## src/rtl/fa_serial_ctrl.sv

```systemverilog
// Bit-serial add/subtract controller driving an external 1-bit full-adder slice.
// Operands are shifted LSB-first through the slice; the result assembles MSB-in.
module fa_serial_ctrl #(
    parameter int WIDTH = 16
) (
    input  logic             clk,
    input  logic             rst_n,
    input  logic             in_valid,
    output logic             in_ready,
    input  logic [WIDTH-1:0] a,
    input  logic [WIDTH-1:0] b,
    input  logic             cin,
    input  logic             sub,
    input  logic             abort,
    output logic             fa_p,
    output logic             fa_g,
    output logic             fa_ci,
    output logic             fa_mode,
    input  logic             fa_sum,
    input  logic             fa_co,
    output logic             out_valid,
    input  logic             out_ready,
    output logic [WIDTH-1:0] sum,
    output logic             cout,
    output logic             ovf,
    output logic             busy
);

    localparam int CW = (WIDTH > 1) ? $clog2(WIDTH) : 1;

    typedef enum logic [1:0] {
        IDLE = 2'd0,
        RUN  = 2'd1,
        DONE = 2'd2
    } state_t;

    state_t           state_q, state_d;
    logic [WIDTH-1:0] a_sh_q, a_sh_d;
    logic [WIDTH-1:0] b_sh_q, b_sh_d;
    logic [WIDTH-1:0] sum_q, sum_d;
    logic [CW-1:0]    cnt_q, cnt_d;
    logic             carry_q, carry_d;
    logic             ovf_q, ovf_d;
    logic             run;

    assign run = (state_q == RUN);

    always_comb begin
        state_d = state_q;
        a_sh_d  = a_sh_q;
        b_sh_d  = b_sh_q;
        sum_d   = sum_q;
        cnt_d   = cnt_q;
        carry_d = carry_q;
        ovf_d   = ovf_q;
        case (state_q)
            IDLE: begin
                // abort in IDLE suppresses acceptance for that cycle
                if (in_valid && !abort) begin
                    state_d = RUN;
                    a_sh_d  = a;
                    b_sh_d  = sub ? ~b : b;
                    carry_d = sub ? 1'b1 : cin;
                    cnt_d   = '0;
                    sum_d   = '0;
                    ovf_d   = 1'b0;
                end
            end
            RUN: begin
                if (abort) begin
                    state_d = IDLE;
                end else begin
                    carry_d = fa_co;
                    sum_d   = {fa_sum, sum_q[WIDTH-1:1]};
                    a_sh_d  = {1'b0, a_sh_q[WIDTH-1:1]};
                    b_sh_d  = {1'b0, b_sh_q[WIDTH-1:1]};
                    cnt_d   = cnt_q + CW'(1);
                    if (cnt_q == CW'(WIDTH - 1)) begin
                        ovf_d   = carry_q ^ fa_co;
                        state_d = DONE;
                    end
                end
            end
            DONE: begin
                if (abort || out_ready) begin
                    state_d = IDLE;
                end
            end
            default: state_d = IDLE;
        endcase
    end

    always_ff @(posedge clk or negedge rst_n) begin
        if (!rst_n) begin
            state_q <= IDLE;
            a_sh_q  <= '0;
            b_sh_q  <= '0;
            sum_q   <= '0;
            cnt_q   <= '0;
            carry_q <= 1'b0;
            ovf_q   <= 1'b0;
        end else begin
            state_q <= state_d;
            a_sh_q  <= a_sh_d;
            b_sh_q  <= b_sh_d;
            sum_q   <= sum_d;
            cnt_q   <= cnt_d;
            carry_q <= carry_d;
            ovf_q   <= ovf_d;
        end
    end

    // Slice inputs are gated to zero outside RUN so the slice never toggles idle.
    assign fa_p      = run & (a_sh_q[0] ^ b_sh_q[0]);
    assign fa_g      = run & (a_sh_q[0] & b_sh_q[0]);
    assign fa_ci     = run & carry_q;
    assign fa_mode   = run;

    assign in_ready  = (state_q == IDLE);
    assign out_valid = (state_q == DONE);
    assign busy      = (state_q == RUN) || (state_q == DONE);
    assign sum       = sum_q;
    assign cout      = carry_q;
    assign ovf       = ovf_q;

endmodule

```

## config.mk

```make
export PLATFORM = sky130hd
export DESIGN_NAME = fa_serial_ctrl
export DESIGN_NICKNAME = d
export VERILOG_FILES = /design/src/rtl/fa_serial_ctrl.sv
export SDC_FILE = /design/constraint.sdc
export NUM_CORES = 1
export LEC_CHECK = 0
export ABC_CLOCK_PERIOD_IN_PS = 1970
export BUFFER_PORTS_ARGS = -buffer_cell sky130_fd_sc_hd__buf_2
export CORE_UTILIZATION = 50
export DETAILED_ROUTE_END_ITERATION = 10
export PLACE_DENSITY = 0.83
export SYNTH_ARGS = -nofsm -noshare
export SYNTH_HDL_FRONTEND = slang
export SYNTH_SLANG_ARGS = --single-unit
```

## constraint.sdc

```tcl
create_clock -name clk -period 1.97 [get_ports clk]
set_clock_uncertainty 0.2 [all_clocks]
set_input_delay 0.197 -clock clk [delete_from_list [all_inputs] [get_ports clk]]
set_output_delay 0.197 -clock clk [all_outputs]
set_load 0.1 [all_outputs]
```

==> reports/metrics.yaml <==
status: "completed"
synth_area_leader_cell: "dfrtp_1"
dieHeight_um: 76.90
period_share_pct: 96.26
dp_hpwl_um: 3991
swShare_pct: 46.63
finalMaxSlewViolations: 0
required_ps: 1570
netlist_instances: 307
max_slew_margin_pct: 67.88
post_drt_wl_per_cell_um: 13.28
grt_use_met3_pct: 4.286
synthesis.area_um2: 2805
async_reset_ff_share_pct: 100.0
peakVddDrop_v: 0.0009183
synth_fp_nets: 354
ys_ff_latch: 56
cellInternalPower_w: 0.003157
num_vias: 2374
grt_use_total_pct: 22.36
clk_pin_slew_ps: 100
cts_inserted_buffers: 5
drc: 0
grtUsageMet2_pct: 39.11
netlist-cell-type-count: 29
power_switching_w: 0.002759
worst_pin_slew_ps: 481.9
rsz0062_at_grt: "false"
tritoncts: "built"
hold_class: "input port to flip-flop"
ant_nets: 0
gp_congestion: 0.7433
io_buffers: 65
insertion_delay_ps: 300
hold_violations: 0
root_buffer: "clkbuf_8"
utilization_pct: 70.80
antenna_found_initial: 0
use_met1_pct: 28.73
critPathSlowestCell: "dfrtp_1"
yosys_warnings: 0
pwr-share-clk_pct: 10.9
slowest_delay_ps: 430
ys_top_cells_by_area: "dfrtp_1, nand2_1, o21ai_1"
wl_um: 6204
grt-ovfl-total: 0
routed_via_density: 5.084
critPathLaunchType: "flip-flop"
cts_buffer_depth: 2
grt_pass1_wl_um: 10570
initial_core_util_pct: 53.23
synth_common_cells: "nand2_1, dfrtp_1, o21ai_1, nand3_1, nor2_1"
cellPowerDensity_nw_per_um2: 1586
final_nets: 443
coreArea_um2: 5270
drv_cap: 0
cts.sinks: 56
synthFlopType: "dfrtp_1"
worst-setup-path-type: "flip-flop to primary output"
first_pass_iters: 4
pwr-share-comb_pct: 58.9
synth-seq-area-share_pct: 49.96
p_leak_nw: 1.882
setup_violations: 0
cp.arrival_ps: 1500
first_global_vias: 2366
worst-path-max-fanout: 3
area_growth_pct: 33.01
synth_top_area_share_pct: 49.96
seqPwrFrac_pct: 30.2
htree_levels: 2
die_width_um: 76.90
io_pins: 66
dieArea_um2: 5914
drt_iter0_markers: 185
fmax_mhz: 527.3
fin_crit_ps: 1896
drive_gt1_share_pct: 25.94
endpoint_kind: "primary output"
grt_max_degree: 57
diodes: 0
synth-edff-count: 0
synth_area_per_cell_um2: 9.137
rows: 26
crit_path_cell_trace: "inv_1 > ha_2 > buf_2"
yosysMostFrequentCell: "nand2_1"
whs_ps: 77.78
grt_busiest_layer: "met2"
-- path summary, 6_finish.rpt --
kind / slack [ps] / to / cells after the start / start
setup / recovery: 70 / out_valid / 3 / state_q[0]
setup reg to reg: 90 / b_sh_q[15] / 7 / state_q[1]
min in group asynchronous: 220 / a_sh_q[8] / 3 / rst_n
hold reg to reg: 280 / sum[0] / 2 / sum[0]
max in group asynchronous: 1090 / b_sh_q[7] / 3 / rst_n
hold / removal: 80 / a_sh_q[15] / 4 / in_valid
-- final cells by class --
class,count,area (µm²)
Tap cell,70,87.58
Multi-Input combinational cell,226,1310
Inverter,3,11.26
Timing Repair Buffer,104,830.8
Fill cell,431,1539
Sequential cell,56,1401
Clock buffer,8,90.09
-- flip-flops by register name, indices dropped and copies added, names as in the netlist --
| signal | cells |
|---|---|
| ovf | 1 |
| b_sh_q | 16 |
| a_sh_q | 16 |
| cnt_q | 4 |
| state_q | 2 |
| sum | 16 |
| cout | 1 |
-- what timing repair did --
item	4_1_cts	5_1_grt
setup buffers	3	5
resized for setup	0	2
hold buffers	20	0
endpoints found under the setup margin	2	4
hold endpoints to repair	75	0
cloned	1	0
-- cell families after synthesis --
| kind of cell | count (synthesis) | synth area share [%] |
|---|---|---|
| adder cells (fa/ha/maj) | 6 | 2.676 |
| XOR/XNOR | 17 | 5.308 |
| flip-flops | 56 | 49.96 |
| buffers and inverters | 25 | 5.040 |
| multiplexers | 16 | 5.709 |
| AND/OR/NAND/NOR | 125 | 19.05 |
| AO/OA/AOI/OAI | 62 | 12.27 |
-- critical path: cells and delay by family, from the launching register on --
kind       cells  cell delay [ps]
fa+ha+maj      1              190
buf+inv        2              570
flops          1              430
-- cell usage in the layout, fill, tap and decap left out, types with 2 or more instances in the layout --
cell / Yosys / routed
nand2_1: 72 / 71
nor2_1: 20 / 20
buf_12: 0 / 10
buf_4: 3 / 12
inv_1: 3 / 2
mux2i_1: 16 / 16
clkbuf_1: 5 / 2
dlygate4sd3_1: 0 / 20
ha_1: 6 / 3
nand2b_1: 4 / 4
o21ai_1: 35 / 35
nand3_1: 21 / 21
dfrtp_1: 56 / 56
and2_4: 0 / 2
xnor2_1: 16 / 16
buf_2: 11 / 60
a22oi_1: 2 / 2
a21oi_1: 19 / 19
clkbuf_8: 0 / 6
ha_4: 0 / 2
-- through the flow --
stage	TNS, ps	cells	power [W]	instance area (µm²)	worst slack [ps]
3_3_place_gp	0	430	0.004911	3341	196.8
2_1_floorplan	-288.3	307	0.004323	2878	-30.29
4_1_cts	0	462	0.005829	3686	39.54
5_1_grt	0	467	0.006292	3731	4.137
6_report	0	467	0.005916	3731	73.64
3_5_place_dp	0	430	0.005013	3341	104.7
-- routing by layer --
metal,share of wire [%],vias to the layer above
met5,0,-
li1,-,1194
met1,47,1118
met3,3.4,8
met2,49,54
met4,0.90,0
-- power groups by stage --
stage / logic (W) / registers, W / clock network (W)
2_1_floorplan: 0.00214 / 0.00218 / 0
5_1_grt: 0.00376 / 0.00183 / 0.000693
6_report: 0.00349 / 0.00179 / 0.000645
4_1_cts: 0.00339 / 0.00178 / 0.000653
3_5_place_dp: 0.00321 / 0.00180 / 0
3_3_place_gp: 0.00312 / 0.00179 / 0
Power figures use the tool's default switching activity.
